`config.mk`:
```
export PLATFORM = sky130hd
export DESIGN_NAME = seq_alu
export DESIGN_NICKNAME = d
export VERILOG_FILES = /design/src/rtl/seq_alu.sv
export SDC_FILE = /design/constraint.sdc
export NUM_CORES = 1
export LEC_CHECK = 0
export ABC_CLOCK_PERIOD_IN_PS = 6000
export CAP_MARGIN = 20
export CORE_AREA = 3 3 157 159
export CTS_CLUSTER_SIZE = 12
export DETAILED_ROUTE_END_ITERATION = 16
export DIE_AREA = 0 0 160 162
export DONT_BUFFER_PORTS = 1
export PLACE_DENSITY = 0.57
export SKIP_CTS_REPAIR_TIMING = 1
export SLEW_MARGIN = 25
export SYNTH_ARGS = -nofsm -noshare
export SYNTH_HDL_FRONTEND = slang
export SYNTH_SLANG_ARGS = --single-unit
```
`constraint.sdc`:
```
create_clock -name clk -period 6 [get_ports clk]
set_clock_uncertainty 0.15 [all_clocks]
set_input_delay 1.2 -clock clk [delete_from_list [all_inputs] [get_ports clk]]
set_output_delay 1.2 -clock clk [all_outputs]
set_load 0.02 [all_outputs]
```
`src/rtl/seq_alu.sv`:
```
// seq_alu: multi-cycle integer ALU for the v68k execute stage.
//
// Single-cycle ops (ADD, ADDX, SUB, SUBX, AND, OR, EOR, NOP and DIVU by zero)
// finish on the accepting edge. MULU (shift-add) and DIVU (restoring) take
// BITS further edges and produce a double-width result.
//
// Ports:
//   clk, reset       rising-edge clock, asynchronous active-high reset
//   start, op, a, b  request; sampled only while busy = 0
//   o, o_hi          result low/high half (MULU product, DIVU quotient/remainder)
//   c, z, v, n, x    registered condition flags (x is the 68000 extend flag)
//   dz               DIVU attempted with b = 0; cleared by the next accepted op
//   busy             MULU/DIVU iteration in progress
//   done             one-cycle pulse on the edge that updates results/flags
module seq_alu #(
  parameter int unsigned BITS = 16
) (
  input  logic            clk,
  input  logic            reset,
  input  logic            start,
  input  logic [3:0]      op,
  input  logic [BITS-1:0] a,
  input  logic [BITS-1:0] b,
  output logic [BITS-1:0] o,
  output logic [BITS-1:0] o_hi,
  output logic            c,
  output logic            z,
  output logic            v,
  output logic            n,
  output logic            x,
  output logic            dz,
  output logic            busy,
  output logic            done
);

  localparam logic [1:0] IDLE = 2'd0;
  localparam logic [1:0] MUL  = 2'd1;
  localparam logic [1:0] DIV  = 2'd2;

  localparam logic [3:0] OP_ADD  = 4'd0;
  localparam logic [3:0] OP_ADDX = 4'd1;
  localparam logic [3:0] OP_SUB  = 4'd2;
  localparam logic [3:0] OP_SUBX = 4'd3;
  localparam logic [3:0] OP_AND  = 4'd4;
  localparam logic [3:0] OP_OR   = 4'd5;
  localparam logic [3:0] OP_EOR  = 4'd6;
  localparam logic [3:0] OP_MULU = 4'd7;
  localparam logic [3:0] OP_DIVU = 4'd8;

  localparam int unsigned CW = $clog2(BITS);
  localparam logic [CW-1:0] CNT_LAST = CW'(BITS - 1);
  localparam int unsigned MSB = BITS - 1;

  // State
  logic [1:0]        state_q, state_d;
  logic [CW-1:0]     cnt_q, cnt_d;
  // Multiplicand (MULU) or divisor (DIVU), held for the whole iteration.
  logic [BITS-1:0]   opnd_q, opnd_d;
  // MULU: {partial high, remaining multiplier}. DIVU: {remainder, dividend/quotient}.
  logic [2*BITS-1:0] acc_q, acc_d;

  logic [BITS-1:0]   o_q, o_d;
  logic [BITS-1:0]   o_hi_q, o_hi_d;
  logic              c_q, c_d;
  logic              z_q, z_d;
  logic              v_q, v_d;
  logic              n_q, n_d;
  logic              x_q, x_d;
  logic              dz_q, dz_d;
  logic              done_q, done_d;

  // Single-cycle arithmetic, straight from the input operands.
  logic              xin;
  logic [BITS:0]     add_sum;
  logic [BITS:0]     sub_diff;
  logic              add_v;
  logic              sub_v;

  always_comb begin
    xin      = ((op == OP_ADDX) || (op == OP_SUBX)) ? x_q : 1'b0;
    add_sum  = {1'b0, a} + {1'b0, b} + {{BITS{1'b0}}, xin};
    // Bit BITS of the difference is the borrow out of a - b - xin.
    sub_diff = {1'b0, a} - {1'b0, b} - {{BITS{1'b0}}, xin};
    add_v    = (a[MSB] == b[MSB]) && (add_sum[MSB] != a[MSB]);
    sub_v    = (a[MSB] != b[MSB]) && (sub_diff[MSB] != a[MSB]);
  end

  // One shift-add step: add the multiplicand into the high half when the
  // current multiplier bit is set, then shift the whole accumulator right.
  logic [BITS:0]     mul_sum;
  logic [2*BITS-1:0] mul_next;

  always_comb begin
    mul_sum  = {1'b0, acc_q[2*BITS-1:BITS]} + (acc_q[0] ? {1'b0, opnd_q} : {(BITS+1){1'b0}});
    mul_next = {mul_sum, acc_q[BITS-1:1]};
  end

  // One restoring-division step. The remainder is always below the divisor,
  // so when the trial subtraction succeeds the result fits in BITS bits and
  // the modulo-2^BITS subtraction below is exact.
  logic [BITS:0]     rem_sh;
  logic              div_ge;
  logic [BITS-1:0]   rem_new;
  logic [2*BITS-1:0] div_next;

  always_comb begin
    rem_sh   = {acc_q[2*BITS-1:BITS], acc_q[BITS-1]};
    div_ge   = (rem_sh >= {1'b0, opnd_q});
    rem_new  = div_ge ? (rem_sh[BITS-1:0] - opnd_q) : rem_sh[BITS-1:0];
    div_next = {rem_new, acc_q[BITS-2:0], div_ge};
  end

  // Next-state logic
  logic [BITS-1:0] log_res;

  always_comb begin
    state_d = state_q;
    cnt_d   = cnt_q;
    opnd_d  = opnd_q;
    acc_d   = acc_q;
    o_d     = o_q;
    o_hi_d  = o_hi_q;
    c_d     = c_q;
    z_d     = z_q;
    v_d     = v_q;
    n_d     = n_q;
    x_d     = x_q;
    dz_d    = dz_q;
    done_d  = 1'b0;
    log_res = '0;

    unique case (state_q)
      IDLE: begin
        if (start) begin
          dz_d = 1'b0;
          unique case (op)
            OP_ADD, OP_ADDX: begin
              o_d    = add_sum[BITS-1:0];
              o_hi_d = '0;
              c_d    = add_sum[BITS];
              x_d    = add_sum[BITS];
              v_d    = add_v;
              n_d    = add_sum[MSB];
              // ADDX keeps z sticky so multi-precision chains test the whole value.
              z_d    = (op == OP_ADDX) ? (z_q && (add_sum[BITS-1:0] == '0))
                                       : (add_sum[BITS-1:0] == '0);
              done_d = 1'b1;
            end
            OP_SUB, OP_SUBX: begin
              o_d    = sub_diff[BITS-1:0];
              o_hi_d = '0;
              c_d    = sub_diff[BITS];
              x_d    = sub_diff[BITS];
              v_d    = sub_v;
              n_d    = sub_diff[MSB];
              z_d    = (op == OP_SUBX) ? (z_q && (sub_diff[BITS-1:0] == '0))
                                       : (sub_diff[BITS-1:0] == '0);
              done_d = 1'b1;
            end
            OP_AND, OP_OR, OP_EOR: begin
              if (op == OP_AND) begin
                log_res = a & b;
              end else if (op == OP_OR) begin
                log_res = a | b;
              end else begin
                log_res = a ^ b;
              end
              o_d    = log_res;
              o_hi_d = '0;
              c_d    = 1'b0;
              v_d    = 1'b0;
              z_d    = (log_res == '0);
              n_d    = log_res[MSB];
              done_d = 1'b1;
            end
            OP_MULU: begin
              state_d = MUL;
              cnt_d   = '0;
              opnd_d  = a;
              acc_d   = {{BITS{1'b0}}, b};
            end
            OP_DIVU: begin
              if (b == '0) begin
                // Divide by zero: flag it and leave the result registers alone.
                dz_d   = 1'b1;
                c_d    = 1'b0;
                v_d    = 1'b0;
                done_d = 1'b1;
              end else begin
                state_d = DIV;
                cnt_d   = '0;
                opnd_d  = b;
                acc_d   = {{BITS{1'b0}}, a};
              end
            end
            default: begin
              done_d = 1'b1;
            end
          endcase
        end
      end

      MUL: begin
        acc_d = mul_next;
        cnt_d = cnt_q + CW'(1);
        if (cnt_q == CNT_LAST) begin
          state_d = IDLE;
          o_d     = mul_next[BITS-1:0];
          o_hi_d  = mul_next[2*BITS-1:BITS];
          z_d     = (mul_next == '0);
          n_d     = mul_next[2*BITS-1];
          c_d     = 1'b0;
          v_d     = 1'b0;
          done_d  = 1'b1;
        end
      end

      DIV: begin
        acc_d = div_next;
        cnt_d = cnt_q + CW'(1);
        if (cnt_q == CNT_LAST) begin
          state_d = IDLE;
          o_d     = div_next[BITS-1:0];
          o_hi_d  = div_next[2*BITS-1:BITS];
          z_d     = (div_next[BITS-1:0] == '0);
          n_d     = div_next[MSB];
          c_d     = 1'b0;
          v_d     = 1'b0;
          done_d  = 1'b1;
        end
      end

      default: begin
        state_d = IDLE;
      end
    endcase
  end

  always_ff @(posedge clk or posedge reset) begin
    if (reset) begin
      state_q <= IDLE;
      cnt_q   <= '0;
      opnd_q  <= '0;
      acc_q   <= '0;
      o_q     <= '0;
      o_hi_q  <= '0;
      c_q     <= 1'b0;
      z_q     <= 1'b0;
      v_q     <= 1'b0;
      n_q     <= 1'b0;
      x_q     <= 1'b0;
      dz_q    <= 1'b0;
      done_q  <= 1'b0;
    end else begin
      state_q <= state_d;
      cnt_q   <= cnt_d;
      opnd_q  <= opnd_d;
      acc_q   <= acc_d;
      o_q     <= o_d;
      o_hi_q  <= o_hi_d;
      c_q     <= c_d;
      z_q     <= z_d;
      v_q     <= v_d;
      n_q     <= n_d;
      x_q     <= x_d;
      dz_q    <= dz_d;
      done_q  <= done_d;
    end
  end

  assign o    = o_q;
  assign o_hi = o_hi_q;
  assign c    = c_q;
  assign z    = z_q;
  assign v    = v_q;
  assign n    = n_q;
  assign x    = x_q;
  assign dz   = dz_q;
  assign done = done_q;
  assign busy = (state_q != IDLE);

endmodule

```
==> impl_metrics.ini, run 1 <==
[timing]
max_freq_mhz = 186
tightestPinTransition_ns = 0.904
setup_viol_count_final = 0
finalCritPeriodShare_pct = 89.4
finalHoldViolations = 0
setup_ws_ns = 0.638
slew_headroom_pct = 39.8
tns_ns = 0
final_max_slew_viol_count = 0
fin_hold_ws_ns = 0.348
period_minus_slack_ns = 5.36
rsz0062_at_grt = false

[synth]
async_flop_share_pct = 100
avgSynthCellArea_um2 = 7.58
ys.flop_type = dfrtp_1
ys_seq_area_share_pct = 24.9
yosys.cell_types.count = 72
synth_fp_nets = 1376
yosysWarnings = 0
synth_top_area_cell = dfrtp_1
yosysTopAreaCellShare_pct = 24.9
synth_edf_count = 0
syn_inst = 1232
ys_seq_elements = 93
synth.top_cells.by_area = dfrtp_1 25%, ha_1 13%, a21oi_1 6.2%
synth_area_mm2 = 0.00934

[cells_and_area]
drive_gt1_share_pct = 4.52
layout_common_cells = 122 x nor2_1, 116 x a21oi_1, 111 x nand2_1, 98 x ha_1, 93 x dfrtp_1
syn_to_final_growth_pct = 6.15
nFillCells = 2446
antenna_cells = 0
nets = 1335
fin_util_pct = 42.4
final_common_cell = nor2_1

[floorplan]
dieArea_mm2 = 0.0259
fp-row-count = 56
die_x_um = 160
ios = 79
die_height_um = 162
initial_core_util_pct = 39.9
coreArea_mm2 = 0.0234

[global_route]
antenna_found_initial = 0
grt_start_max_net_pins = 70
grt.overflow.total = 0
grt_pass1_wl_um = 49200
grt_pass1_vias = 8368
track_usage_pct = 24.0

[power]
switching_share_pct = 51.8
p_sw_mw = 2.51
pwr-share-comb_pct = 59.3
internal-power_mw = 2.34
power_frac_seq_pct = 28.2
leakagePower_nw = 4.43
max-vdd-ir-drop_mv = 0.272
pwr-share-clk_pct = 12.5
p_total_mw = 4.85
pwr_density_cell_mw_per_mm2 = 490

[clock_tree]
clockBufferDepth = 2
clk-insertion-delay-late_ns = 0.36
h-tree-depth = 3
cts-buffers-inserted = 9
cts.sinks = 93
clk_pin_slew_ns = 0.07
root_buffer = clkbuf_16
cts_tree = built

[job]
drv_cap = 0

[drt]
drtIter0Drc = 752
viasPerCell = 5.85
wirelength_um = 31300
postRouteAntennaNets = 0
route.vias.total = 8850
drcViolationCount = 0
wl_per_cell_um = 20.7
firstDrtPassIters = 5

[worst_setup_path]
worstSetupStartpointType = input port
path_class = input port to register
slowest_delay_ns = 0.61
cp.required_ns = 6.13
critPathArrivalTime_ns = 5.50
end_kind = register
slowest_stage = fa_1
path_common_cell = or4_1
path_cells = nor2_1, nand3_1, fa_1, inv_1, ha_1, or2_2, fa_1, xnor2_1, or4_1, nor4_2, nand3_1, or4_1, nor4_2, nand4_1, or4_1, a22oi_1
path_max_fanout = 9

[run_status]
outcome = finished clean

[placement]
portBuffers = 0
gp_congestion = 0.953
dp_hpwl_um = 24300
dp_slack_ns = 0.291

[worst_hold_path]
hp-class = register to register
## routing by layer
layer	share of wire (%)	GRT usage [%]
met1	48	33.9
met2	45	37.8
met3	6.0	4.69
met4	1.8	5.68
met5	0	0
## sequential cells by signal (all words and copies together) (netlist names)
signal   cells
o           16
done         1
cnt_q        4
acc_q       32
v            1
n            1
z            1
c            1
x            1
o_hi        16
state_q      2
opnd_q      16
dz           1
## cell usage after synthesis, types with 11 or more instances
master,instances
a211oi_1,31
a21o_1,22
a21oi_1,116
a22oi_1,18
a31oi_1,26
and2_1,23
clkbuf_1,48
dfrtp_1,93
ha_1,99
inv_1,89
nand2_1,111
nand3_1,36
nand4_1,11
nor2_1,123
nor2b_1,11
nor3_1,27
nor4_1,13
o21a_1,15
o21ai_0,88
o21ai_1,17
xnor2_1,31
xor2_1,12
## final cells by class
cell class	instances	area (µm²)	share of cell area, %
Inverter	91	344	3.47
Clock inverter	4	55.1	0.555
Tap cell	319	399	4.03
Clock buffer	11	253	2.55
Multi-Input combinational cell	985	6450	65.1
Timing Repair Buffer	11	82.6	0.833
Sequential cell	93	2330	23.5
## critical path: cells and delay by family
kind / cells / cell delay, ns
adders and majority gates: 3 / 1.26
AOI/OAI and AO/OA: 1 / 0.19
xor gates and xnor gates: 1 / 0.16
and+or+nand+nor: 10 / 2.61
buffers and inverters: 1 / 0.06
## final timing paths
check	startpoint	slack [ns]	to	cells past startpoint
hold reg to reg	cnt_q[1]	0.35	cnt_q[1]	2
min in group asynchronous	reset	0.65	o_hi[1]	1
max in group asynchronous	reset	3.98	cnt_q[3]	2
hold / removal	cnt_q[1]	0.35	cnt_q[1]	2
setup reg to reg	x	1.13	z	15
setup / recovery	op[2]	0.64	z	16
## stage by stage
step	cell area (µm²)	std cells
4_1_cts	9910	1514
3_5_place_dp	9610	1499
2_1_floorplan	9340	1232
5_1_grt	9910	1514
6_report	9910	1514
3_3_place_gp	9610	1499
## power groups by stage
stage	registers [mW]	logic, mW	clock network, mW
after global routing	1.40	3.24	0.648
after global placement	1.38	2.83	0
after CTS	1.37	2.86	0.620
final	1.37	2.88	0.609
after detailed placement	1.38	2.85	0
after floorplan	1.22	2.19	0
## cells by family (layout without fill, tap and decap cells)
| kind of cell | Yosys count | after routing | share of synthesized area, % |
|---|---|---|---|
| buffers and inverters | 154 | 117 | 6.26 |
| adder cells (fa/ha/maj) | 105 | 105 | 14.5 |
| AND/OR/NAND/NOR | 408 | 408 | 20.7 |
| flip-flops | 93 | 93 | 24.9 |
| multiplexers | 14 | 14 | 1.65 |
| AO/OA/AOI/OAI | 415 | 415 | 27.9 |
| XOR/XNOR | 43 | 43 | 4.03 |
(Power assumes the default switching activity.)
==> inputs of run 2 (changes only) <==
--- a/config.mk
+++ b/config.mk
@@ -5,13 +5,15 @@
 export SDC_FILE = /design/constraint.sdc
 export NUM_CORES = 1
 export LEC_CHECK = 0
+export ABC_AREA = 1
 export ABC_CLOCK_PERIOD_IN_PS = 6000
 export CAP_MARGIN = 20
-export CORE_AREA = 3 3 157 159
+export CORE_AREA = 3 3 164 166
 export CTS_CLUSTER_SIZE = 12
 export DETAILED_ROUTE_END_ITERATION = 16
-export DIE_AREA = 0 0 160 162
+export DIE_AREA = 0 0 167 169
 export DONT_BUFFER_PORTS = 1
+export HOLD_SLACK_MARGIN = 0.08
 export PLACE_DENSITY = 0.57
 export SKIP_CTS_REPAIR_TIMING = 1
 export SLEW_MARGIN = 25
==> impl_metrics.ini, run 2 <==
[cells_and_area]
final_common_cell = nand2_1
antenna_cells = 0
regArea_mm2 = 0.00233
drive_gt1_share_pct = 5.81
nets = 1688
layout_common_cells = 486 x nand2_1, 211 x inv_1, 126 x nand3_1, 121 x nor2_1, 98 x ha_1
multi_input_area_mm2 = 0.00676
fin_util_pct = 41.5
top_register = acc_q
nFillCells = 2799
syn_to_final_growth_pct = 4.65
largest_reg_flops = 32

[timing]
final_max_slew_viol_count = 0
setup_viol_count_final = 0
finalHoldViolations = 0
slew_headroom_pct = 26.8
tightestPinTransition_ns = 1.10
rsz0062_at_grt = false
finalCritPeriodShare_pct = 66.2
period_minus_slack_ns = 3.97
tns_ns = 0
max_freq_mhz = 252

[floorplan]
initial_core_util_pct = 39.7
die_height_um = 169
fp-row-count = 59
die_x_um = 167
ios = 79
coreArea_mm2 = 0.0258
dieArea_mm2 = 0.0282

[power]
pwr-share-comb_pct = 61.0
switching_share_pct = 57.1
leakagePower_nw = 5.56
p_total_mw = 5.12
pwr_density_cell_mw_per_mm2 = 478
p_sw_mw = 2.92
power_frac_seq_pct = 27.0
internal-power_mw = 2.20
pwr-share-clk_pct = 12.0
max-vdd-ir-drop_mv = 0.373

[synth]
yosys.area_share.adder_pct = 13.3
yosysWarnings = 0
synth.top_cells.by_area = dfrtp_1 23%, nand2_1 18%, ha_1 12%
yosys.cell_types.count = 53
synthTopCellsByCount = 486 x nand2_1, 212 x inv_1, 126 x nand3_1
avgSynthCellArea_um2 = 6.46
ys.flop_type = dfrtp_1
synth_area_mm2 = 0.0102
synth_top_family_by_area = simple AND/OR/NAND/NOR gates
yosys.area_share.simple_pct = 33.2
synth_compound_area_share_pct = 18.0
muxShareOfSynthArea_pct = 0
yosysTopAreaCellShare_pct = 22.8
synth_fp_nets = 1725
syn_inst = 1581
synth_edf_count = 0
async_flop_share_pct = 100
ys_seq_elements = 93
synth_top_area_cell = dfrtp_1
ys_seq_area_share_pct = 22.8
yosysMostFrequentCell = nand2_1
synth_xor_area_share_pct = 1.54

[job]
drv_cap = 0

[worst_setup_path]
slowest_stage = fa_1
path_max_fanout = 6
r2r-start = acc_q[0]
startpoint = op[2]
critPathArrivalTime_ns = 4.08
worstSetupStartpointType = input port
cp.required_ns = 6.11
path_class = input port to register
slowest_delay_ns = 0.56
end_kind = register
path_common_cell = nand3_1
r2r_cells = 15
path_cells = nor2_2, nand3_1, fa_1, inv_1, ha_1, inv_1, nand2_1, fa_1, nand3_1, nand2_1, nand3_1, nand3_1, nand2_1, nand2_1, nand3_1, nor2_1, nand3_1, nand4_1, nand3_1, nand2_1

[global_route]
grt_start_max_net_pins = 63
track_usage_pct = 26.7
grt_pass1_wl_um = 58100
antenna_found_initial = 0
grt.overflow.total = 0
grt_pass1_vias = 9981

[drt]
viasPerCell = 5.48
drtIter0Drc = 794
wl_per_cell_um = 20.3
postRouteAntennaNets = 0
wirelength_um = 38200
route.vias.total = 10319
drcViolationCount = 0
firstDrtPassIters = 5

[clock_tree]
h-tree-depth = 3
clockBufferDepth = 2
cts.sinks = 93
clk-insertion-delay-late_ns = 0.37
cts-buffers-inserted = 9
cts_tree = built
clk_pin_slew_ns = 0.08
root_buffer = clkbuf_16

[placement]
gp_congestion = 0.954
dp_hpwl_um = 30900
portBuffers = 0

[worst_hold_path]
worstHoldStart = cnt_q[3]
hp-class = register to register
whs_path_depth = 1

[run_status]
outcome = finished clean
[run 2: cell count changes in the layout (fill, tap and decap cells not counted), sizes merged, moves of 22 or more]
cell,change
a21oi,-41
and2,-22
a211oi,-32
nand3,+93
o211ai,+26
nand2,+379
inv,+136
[run 2: metal layers]
metal	part of all wire (%)	vias to the layer above	track usage (%)	wire length, µm
li1	-	5134	-	-
met1	42	4802	32.4	16200
met3	4.3	72	3.29	1640
met4	4.0	0	10.8	1520
met2	49	311	48.0	18900
met5	0	-	0	0
[run 2: path summary, 6_finish.rpt]
path | endpoint | slack [ns]
hold / removal | cnt_q[3] | 0.32
setup / recovery | z | 2.03
hold reg to reg | cnt_q[3] | 0.32
setup reg to reg | z | 2.48
min in group asynchronous | state_q[1] | 0.68
max in group asynchronous | acc_q[13] | 3.95
[run 2: power groups by stage]
stage / clock, mW / sequential [mW] / combinational, mW
floorplan: 0 / 1.25 / 2.42
global placement: 0 / 1.39 / 3.10
detailed placement: 0 / 1.40 / 3.09
CTS: 0.613 / 1.38 / 3.10
global route: 0.640 / 1.42 / 3.48
finish: 0.613 / 1.38 / 3.12
[run 2: final cells by class]
type | instances | share of cell area (%)
clock buffers | 9 | 2.11
clock inverters | 6 | 0.667
inverters | 226 | 7.96
multi-input cells | 1209 | 63.2
flip-flops and latches | 93 | 21.8
well taps | 335 | 3.92
repair buffers | 5 | 0.351
[run 2: worst max-delay path: cells and delay by family]
family / cells / cell delay [ns]
buffers and inverters: 2 / 0.12
adders and majority gates: 3 / 1.21
and+or+nand+nor: 15 / 1.56
[run 2: cells by family (layout without fill, tap and decap cells)]
family / Yosys count / after routing
AO/OA/AOI/OAI: 284 / 284
XOR/XNOR: 18 / 18
adder cells (fa/ha/maj): 105 / 105
buffers and inverters: 279 / 246
flip-flops: 93 / 93
AND/OR/NAND/NOR: 802 / 802
[run 2: per-stage QoR]
stage	setup WS [ns]	area, µm²	hold slack, ns	cells
finish	2.03	10700	0.324	1883
global route	1.72	10700	0.356	1883
CTS	2.06	10700	0.328	1883
detailed placement	1.69	10400	0.316	1868
global placement	1.73	10400	0.311	1868
floorplan	2.10	10200	0.289	1581
==> inputs of run 3 (changes only) <==
--- a/config.mk
+++ b/config.mk
@@ -5,13 +5,13 @@
 export SDC_FILE = /design/constraint.sdc
 export NUM_CORES = 1
 export LEC_CHECK = 0
-export ABC_AREA = 1
-export ABC_CLOCK_PERIOD_IN_PS = 6000
+export ABC_AREA = 0
+export ABC_CLOCK_PERIOD_IN_PS = 4200
 export CAP_MARGIN = 20
-export CORE_AREA = 3 3 164 166
+export CORE_AREA = 3 3 157 159
 export CTS_CLUSTER_SIZE = 12
 export DETAILED_ROUTE_END_ITERATION = 16
-export DIE_AREA = 0 0 167 169
+export DIE_AREA = 0 0 160 162
 export DONT_BUFFER_PORTS = 1
 export HOLD_SLACK_MARGIN = 0.08
 export PLACE_DENSITY = 0.57
==> constraint.sdc (replaced) <==
create_clock -name clk -period 4.2 [get_ports clk]
set_clock_uncertainty 0.15 [all_clocks]
set_input_delay 0.84 -clock clk [delete_from_list [all_inputs] [get_ports clk]]
set_output_delay 0.84 -clock clk [all_outputs]
set_load 0.02 [all_outputs]
==> impl_metrics.ini, run 3 (synthesis gave the netlist of run 1 again) <==
[run_status]
outcome = finished with violations
failed_checks = setup timing

[worst_setup_path]
cp.required_ns = 4.33
r2r_slack_ns = -0.15
critPathArrivalTime_ns = 4.67
path_class = input port to register
path_common_cell = or4_4
critPathBufInv = 1
path_max_fanout = 7
worstSetupStartpointType = input port
slowest_delay_ns = 0.55
end_kind = register
slowest_stage = fa_1
path_cells = nor2_4, nand3_4, fa_1, inv_1, ha_2, or2_4, fa_2, xnor2_1, or4_1, nor4_2, nand3_1, or4_4, nor4_4, nand4_1, or4_4, a22oi_2
crit_family = simple AND/OR/NAND/NOR gates

[cells_and_area]
final_common_cell = nor2_1
nFillCells = 2421
nets = 1386
largest_reg_flops = 32
antenna_cells = 0
syn_to_final_growth_pct = 11.4
drive_gt1_share_pct = 9.62
instances_no_fill = 1566
layout_common_cells = 120 x nor2_1, 112 x a21oi_1, 111 x nand2_1, 97 x ha_1, 93 x dfrtp_1
top_register = acc_q

[timing]
setup_ws_ns = -0.338
setup_viol_count_final = 1
finalCritPeriodShare_pct = 108
max_freq_mhz = 220
tightestPinTransition_ns = 0.834
slew_headroom_pct = 44.4
rsz0062_at_grt = true
final_max_slew_viol_count = 0
period_minus_slack_ns = 4.54
finalHoldViolations = 0
tns_ns = -0.338

[global_route]
grt_start_max_net_pins = 70
grt_pass1_vias = 8582
grt.overflow.total = 0
antenna_found_initial = 0
track_usage_pct = 23.9
grt_pass1_wl_um = 49100

[job]
drv_cap = 0

[drt]
drtIter0Drc = 615
viasPerCell = 5.84
drcViolationCount = 0
wl_per_cell_um = 20.0
postRouteAntennaNets = 0
wirelength_um = 31400
firstDrtPassIters = 5
route.vias.total = 9140

[floorplan]
dieArea_mm2 = 0.0259
coreArea_mm2 = 0.0234
initial_core_util_pct = 39.9
ios = 79
die_x_um = 160
die_height_um = 162
fp-row-count = 56

[power]
max-vdd-ir-drop_mv = 0.357
leakagePower_nw = 4.69
pwr_density_cell_mw_per_mm2 = 687

[placement]
dp_hpwl_um = 24900
gp_congestion = 0.947
dp.cells = 1548
portBuffers = 0

[clock_tree]
root_buffer = clkbuf_16
clk_pin_slew_ns = 0.07
clk-insertion-delay-late_ns = 0.36
clockBufferDepth = 2
cts_tree = built
h-tree-depth = 3
cts.sinks = 93
cts-buffers-inserted = 9

[worst_hold_path]
hp-class = input port to async pin
[run 3: area by class of cell]
| class | instances | area, µm² | share of cell area, % |
|---|---|---|---|
| Multi-Input combinational cell | 985 | 6540 | 62.9 |
| Inverter | 91 | 344 | 3.31 |
| Sequential cell | 93 | 2330 | 22.4 |
| Clock inverter | 5 | 67.6 | 0.649 |
| Tap cell | 319 | 399 | 3.84 |
| Timing Repair Buffer | 62 | 482 | 4.63 |
| Clock buffer | 11 | 243 | 2.33 |
[run 3: through the flow]
stage | power, mW | hold WS, ns | utilization, % | worst slack [ns] | instance area [µm²]
after floorplan | 4.88 | 0.316 | - | -0.670 | 9380
after global placement | 6.17 | 0.339 | 42.8 | -0.776 | 10000
after detailed placement | 6.20 | 0.343 | 42.8 | -0.831 | 10000
after CTS | 7.10 | 0.353 | 44.1 | -0.465 | 10300
after global routing | 7.77 | 0.388 | 44.5 | -0.486 | 10400
final | 7.15 | 0.323 | 44.5 | -0.338 | 10400
[run 3: power breakdown]
group,internal (mW),switching (mW)
clock network,0.488,0.394
logic,1.71,2.64
registers,1.30,0.615
total,3.50,3.65
[run 3: path summary, 6_finish.rpt]
kind / depth (start not counted) / from / to
max reg2reg: 15 / x / z
max in group asynchronous: 2 / reset / o_hi[14]
min: 1 / reset / o_hi[7]
min in group clk: 2 / cnt_q[1] / cnt_q[1]
min reg2reg: 2 / cnt_q[1] / cnt_q[1]
max: 16 / op[3] / z
[run 3: routing by layer]
| layer | up-vias | global-route usage (%) | wire length, µm |
|---|---|---|---|
| met1 | 4358 | 32.9 | 14400 |
| met3 | 45 | 3.83 | 1730 |
| li1 | 4450 | - | - |
| met5 | - | 0 | 0 |
| met4 | 0 | 6.90 | 765 |
| met2 | 287 | 39.0 | 14400 |
